===== src/rtl/rr_dispatch4_16bit_pkg.sv =====
// Shared definitions for the 4-lane round-robin dispatcher: word width,
// lane count, lane-index type and the lane select codes seen by the demux.
package rr_dispatch4_16bit_pkg;

    localparam int WIDTH_DEF = 16;
    localparam int LANES     = 4;

    typedef logic [1:0] lane_idx_t;

    localparam lane_idx_t LANE1 = 2'b00;
    localparam lane_idx_t LANE2 = 2'b01;
    localparam lane_idx_t LANE3 = 2'b10;
    localparam lane_idx_t LANE4 = 2'b11;

    // Next lane in strict rotation; lane 4 wraps back to lane 1.
    function automatic lane_idx_t next_lane(input lane_idx_t cur);
        return lane_idx_t'(cur + 2'd1);
    endfunction

    // One-hot lane strobe for a lane index, qualified by an enable.
    function automatic logic [LANES-1:0] lane_onehot(input lane_idx_t idx, input logic en);
        logic [LANES-1:0] oh;
        oh = '0;
        if (en) begin
            oh[idx] = 1'b1;
        end
        return oh;
    endfunction

endpackage


===== src/rtl/rr_dispatch4_16bit_if.sv =====
// Bus bundle for the dispatcher: upstream valid/ready word stream, lane
// select code, and the four handshaked lane outputs.
interface rr_dispatch4_16bit_if #(
    parameter int width = 16
);
    import rr_dispatch4_16bit_pkg::*;

    logic [width-1:0] in_data;
    logic             in_valid;
    logic             in_ready;
    lane_idx_t        sel;
    logic [width-1:0] out1;
    logic [width-1:0] out2;
    logic [width-1:0] out3;
    logic [width-1:0] out4;
    logic [3:0]       out_valid;
    logic [3:0]       out_ready;

    // Producer/consumer side (drives the stream and the lane readies).
    modport master (
        output in_data, in_valid, out_ready,
        input  in_ready, sel, out1, out2, out3, out4, out_valid
    );

    // Dispatcher side.
    modport slave (
        input  in_data, in_valid, out_ready,
        output in_ready, sel, out1, out2, out3, out4, out_valid
    );

endinterface


===== src/rtl/rr_dispatch4_16bit_lane_buf.sv =====
// One-entry lane buffer: loads a word, holds it until the consumer takes
// it, and presents zero whenever the entry is empty.
module lane_buf_16bit #(
    parameter int width = 16
) (
    input  logic             clk,
    input  logic             rst_n,
    input  logic             load,
    input  logic [width-1:0] din,
    input  logic             take,
    output logic [width-1:0] dout,
    output logic             vld
);

    logic [width-1:0] data_p0;
    logic             vld_p0;

    // Entry register: a load wins over a same-cycle take so a draining lane can be refilled without a bubble.
    always_ff @(posedge clk) begin
        if (!rst_n) begin
            data_p0 <= '0;
            vld_p0  <= 1'b0;
        end else if (load) begin
            data_p0 <= din;
            vld_p0  <= 1'b1;
        end else if (take && vld_p0) begin
            vld_p0  <= 1'b0;
        end
    end

    // Empty entries read zero so stale data never leaks downstream.
    always_comb begin
        dout = vld_p0 ? data_p0 : '0;
        vld  = vld_p0;
    end

endmodule


===== src/rtl/rr_dispatch4_16bit.sv =====
// Round-robin dispatcher: steers each accepted word to lanes 1,2,3,4 in
// strict rotation, stalling on a full lane rather than skipping it.
module rr_dispatch4_16bit
    import rr_dispatch4_16bit_pkg::*;
#(
    parameter int width = WIDTH_DEF
) (
    input  logic                  clk,
    input  logic                  rst_n,
    rr_dispatch4_16bit_if.slave   bus
);

    lane_idx_t        ptr_p0;
    logic             accept;
    logic             ready_c;
    logic [LANES-1:0] load_c;
    logic [LANES-1:0] vld_c;
    logic [width-1:0] dout_c [LANES];

    // Target lane pointer; advances only when a word is accepted.
    always_ff @(posedge clk) begin
        if (!rst_n) begin
            ptr_p0 <= LANE1;
        end else if (accept) begin
            ptr_p0 <= next_lane(ptr_p0);
        end
    end

    // Ready follows only the targeted lane: empty, or draining this cycle.
    always_comb begin
        ready_c = !vld_c[ptr_p0] || bus.out_ready[ptr_p0];
        accept  = bus.in_valid && ready_c;
        load_c  = lane_onehot(ptr_p0, accept);
    end

    for (genvar i = 0; i < LANES; i++) begin : g_lane
        lane_buf_16bit #(
            .width (width)
        ) u_lane (
            .clk   (clk),
            .rst_n (rst_n),
            .load  (load_c[i]),
            .din   (bus.in_data),
            .take  (bus.out_ready[i]),
            .dout  (dout_c[i]),
            .vld   (vld_c[i])
        );
    end

    // Output fan-out onto the bus bundle.
    always_comb begin
        bus.in_ready  = ready_c;
        bus.sel       = ptr_p0;
        bus.out_valid = vld_c;
        bus.out1      = dout_c[0];
        bus.out2      = dout_c[1];
        bus.out3      = dout_c[2];
        bus.out4      = dout_c[3];
    end

endmodule

===== src/flat_wrapper.sv =====
// flat-port wrapper written by rule: the top's interface ports become plain ports
module rr_dispatch4_16bit_flat import rr_dispatch4_16bit_pkg::*;
#(
    parameter int width = WIDTH_DEF
)
  (clk, rst_n, bus_in_data, bus_in_valid, bus_out_ready, bus_in_ready, bus_sel, bus_out1, bus_out2, bus_out3, bus_out4, bus_out_valid);
  rr_dispatch4_16bit_if #(.width(width)) bus_i ();
  input  logic clk;
  input  logic rst_n;
  input wire logic [$bits(bus_i.in_data)-1:0] bus_in_data;
  input wire logic [$bits(bus_i.in_valid)-1:0] bus_in_valid;
  input wire logic [$bits(bus_i.out_ready)-1:0] bus_out_ready;
  output wire logic [$bits(bus_i.in_ready)-1:0] bus_in_ready;
  output wire logic [$bits(bus_i.sel)-1:0] bus_sel;
  output wire logic [$bits(bus_i.out1)-1:0] bus_out1;
  output wire logic [$bits(bus_i.out2)-1:0] bus_out2;
  output wire logic [$bits(bus_i.out3)-1:0] bus_out3;
  output wire logic [$bits(bus_i.out4)-1:0] bus_out4;
  output wire logic [$bits(bus_i.out_valid)-1:0] bus_out_valid;
  assign bus_i.in_data = bus_in_data;
  assign bus_i.in_valid = bus_in_valid;
  assign bus_i.out_ready = bus_out_ready;
  assign bus_in_ready = bus_i.in_ready;
  assign bus_sel = bus_i.sel;
  assign bus_out1 = bus_i.out1;
  assign bus_out2 = bus_i.out2;
  assign bus_out3 = bus_i.out3;
  assign bus_out4 = bus_i.out4;
  assign bus_out_valid = bus_i.out_valid;
  rr_dispatch4_16bit #(.width(width)) u_core (.clk(clk), .rst_n(rst_n), .bus(bus_i));
endmodule

===== config.mk =====
export PLATFORM = sky130hd
export DESIGN_NAME = rr_dispatch4_16bit_flat
export DESIGN_NICKNAME = d
export VERILOG_FILES = /design/src/rtl/rr_dispatch4_16bit_pkg.sv /design/src/rtl/rr_dispatch4_16bit_if.sv /design/src/rtl/rr_dispatch4_16bit_lane_buf.sv /design/src/rtl/rr_dispatch4_16bit.sv /design/src/flat_wrapper.sv
export SDC_FILE = /design/constraint.sdc
export NUM_CORES = 1
export LEC_CHECK = 0
export ABC_AREA = 1
export CORE_MARGIN = 2
export CORE_UTILIZATION = 45
export CTS_CLUSTER_DIAMETER = 40
export DETAILED_ROUTE_END_ITERATION = 7
export PLACE_DENSITY = 0.83
export SLEW_MARGIN = 20
export SYNTH_ARGS = -nofsm -noshare
export SYNTH_HDL_FRONTEND = slang
export SYNTH_SLANG_ARGS = --single-unit

===== constraint.sdc =====
create_clock -name clk -period 1.7 [get_ports clk]
set_clock_uncertainty 0.15 [all_clocks]
set_input_delay 0.17 -clock clk [delete_from_list [all_inputs] [get_ports clk]]
set_output_delay 0.17 -clock clk [all_outputs]
set_load 0.005 [all_outputs]

==> flow_metrics.py <==
metrics = {
    "yosys": {
        "yosys_most_used_dff": "dfxtp_1",
        "synth_cells": 682,
        "syn-mean-instance-area_um2": 6.08,
        "synth_area_um2": 4140,
        "synth_enable_flop_cells": 0,
        "synthDominantAreaCellType": "dfxtp_1",
        "synth.top_cells.by_count": "197 x inv_1, 180 x nand2_1, 70 x dfxtp_1, 67 x nor2_1, 64 x nand4_1",
        "ys_seq_area_frac": 0.338,
        "mappedNetlistNets": 709,
        "synth_warnings": 0,
        "synth_cell_type_count": 20,
        "yosys_register_bits": 70,
        "yosys.area.top_type_share": 0.338,
        "yosys.cell_count.top_type": "inv_1",
        "top_post_synthesis_cells_by_area": "dfxtp_1 34%, inv_1 18%, nand2_1 16%",
        "synth_async_sr_flop_share": 0,
    },
    "timing": {
        "drv_slew": 0,
        "finalCritPeriodShare": 1.00,
        "setup_violations": 1,
        "worst-slew-pin-transition_ns": 0.639,
        "finalWorstSetupSlack_ns": -0.00327,
        "tns_ns": -0.00327,
        "finalHoldViolations": 0,
        "time_the_final_worst_path_needs_with_i_o_delays_and_setup_ns": 1.70,
        "timing.fmax_mhz": 587,
        "hold_slack_ns": 0.0252,
        "timing.slew.headroom": 0.574,
    },
    "detailed_routing": {
        "drt-initial-drc-count": 274,
        "drt-pass1-iter-count": 4,
        "detail_route_antenna_nets": 0,
        "drt_drc_violations_left": 0,
        "wire_length_per_cell_um": 12.9,
        "routed_via_density": 4.73,
        "vias": 4306,
        "wirelength_um": 11700,
    },
    "die": {
        "rows": 35,
        "die_x_um": 100,
        "floorplan.initialDensity": 0.457,
        "die-height_um": 100,
        "core_area_um2": 9060,
        "design.portCount": 94,
        "die_area_um2": 9990,
    },
    "grt": {
        "largest_net_degree_at_the_start_of_global_routing": 25,
        "antenna_found_initial": 0,
        "grt_remaining_overflow": 0,
        "vias_in_the_first_global_route": 3775,
        "grt_pass1_wl_um": 18000,
        "grt_use_total": 0.229,
    },
    "job": {
        "max-cap-violations": 0,
    },
    "clock_tree": {
        "insertion_delay_of_the_later_clocked_pin_in_the_worst_skew_pair_ns": 0.36,
        "cts_buffers": 9,
        "tritoncts": "built",
        "cts-htree-levels": 3,
        "clk_pin_slew_worst_paths_ns": 0.08,
        "root_cell_of_the_clock_tree": "clkbuf_8",
        "cts_sinks": 70,
        "clock_tree.buffer_depth": 2,
    },
    "worst_hold_path": {
        "min_path_type": "in2reg",
        "hold_path.startpoint": "rst_n",
    },
    "critical_path": {
        "worst_path_largest_cell_delay_ns": 0.36,
        "crit_chain": "buf_4, nand3_1, nand3_2, nand2_4, buf_8, nand3_4, buf_6, nand2_1, inv_1, nor2_1",
        "origin_of_the_worst_setup_path": "u_core.g_lane[1].u_lane.vld",
        "regToRegStartpoint": "u_core.g_lane[1].u_lane.vld",
        "crit_path_start_kind": "flop",
        "critical_path_peak_fanout": 8,
        "critical_path_arrival_ns": 1.85,
        "critPathSlowestCell": "dfxtp_4",
        "worstSetupPathType": "reg2reg",
        "worst_ep_required_time_ns": 1.85,
        "crit_path_end_kind": "flop",
    },
    "pwr": {
        "power.static_leakage_nw": 3.53,
        "maximum_vdd_ir_drop_mv": 0.411,
        "power_per_cell_area_nw_per_um2": 849,
    },
    "finish": {
        "final_layout_size_suffix_gt1_frac": 0.161,
        "antenna-diode-count": 0,
        "synthToLayoutAreaGrowth_pct": 37.4,
        "nets": 822,
        "utilization": 0.628,
        "stdcell_area_um2": 5690,
    },
    "run_status": {
        "run_status": "complete, but fails checks",
        "failed_checks": "negative setup slack",
    },
    "placed_design": {
        "placement.io_buffers": 93,
        "post_dp_cell_area_um2": 5190,
        "dp_hpwl_um": 7200,
        "place_congestion": 0.930,
    },
}
-- cells in the final DEF, fill, tap and decap left out --
master and count:
inv_1 197, nand2_1 180, nor2_1 67, nand4_1 64, dfxtp_1 64, dlygate4sd2_1 63
buf_4 34, clkdlybuf4s50_1 23, inv_2 19, nand2_2 17, clkbuf_8 11, buf_6 9
nand3_4 7, buf_12 6, nand3_2 5, a21oi_1 4, dfxtp_4 4, ha_1 3
bufinv_16 3, buf_2 3, nand3_1 2, o21ai_0 2, clkinvlp_4 2, clkbuf_2 2
dlymetal6s2s_1 2, dfxtp_2 2, nand2_4 1, nor2_2 1, ha_2 1, buf_16 1
buf_8 1
-- logic make-up (layout without fill, tap and decap cells) --
group,Yosys count,in the layout,synth area share
flops,70,70,0.338
buf+inv,262,376,0.263
compound gates,6,6,0.00725
fa+ha+maj,4,4,0.0121
simple gates,340,344,0.379
-- report_power, final --
part | internal, mW | switching (mW)
sequential | 1.78 | 0.0912
combinational | 0.518 | 0.717
clock | 1.05 | 0.672
total | 3.36 | 1.48
-- worst paths after layout --
kind,endpoint,slack (ns),depth (start not counted)
worst min-delay path,u_core.g_lane[3].u_lane.data_p0[13],0.03,3
worst max register to register,u_core.g_lane[3].u_lane.data_p0[12],-0.003,10
worst min register to register,u_core.g_lane[0].u_lane.data_p0[14],0.36,4
worst max-delay path,u_core.g_lane[3].u_lane.data_p0[12],-0.003,10
-- critical path, delay by kind of cell, from the launching register on --
family,cells,cell delay [ns]
buffers and inverters,4,0.52
flip-flops,1,0.36
AND/OR/NAND/NOR,6,0.60
-- sequential cells by signal (all words and copies together), names as in the netlist --
signal / count
u_core.g_lane.u_lane.data_p0: 64
u_core.bus.sel: 2
u_core.g_lane.u_lane.vld: 4
-- metal layers --
| layer | wire length [um] | vias to the layer above | share of wire | GRT usage |
|---|---|---|---|---|
| met2 | 5460 | 184 | 0.46 | 0.359 |
| met3 | 937 | 27 | 0.080 | 0.0508 |
| met4 | 337 | 0 | 0.029 | 0.106 |
| li1 | - | 2180 | - | - |
| met1 | 5010 | 1915 | 0.43 | 0.301 |
| met5 | 0 | - | 0 | 0 |
-- stage by stage --
stage,std cells,total power [mW],setup slack [ns]
finish,911,4.84,-0.00327
global route,911,5.05,-0.0565
CTS,901,4.73,-0.00117
detailed placement,869,2.98,-0.246
global placement,869,2.96,-0.192
floorplan,682,2.66,0.0466
-- cell type report --
cell class,instances,area [um^2]
clock buffer,11,151
fill,813,3370
clock inverter,5,105
multi-input combinational,354,1720
tap,111,139
inverter,216,811
timing repair buffer,144,1350
sequential,70,1420
-- timing repair --
action,CTS,global route
gates cloned,5,3
hold buffers,0,0
setup buffers,11,7
resized for setup,92,18
pin swaps,0,2
setup endpoints to repair,81,66
Note: power is estimated with default switching activity, not from simulation.
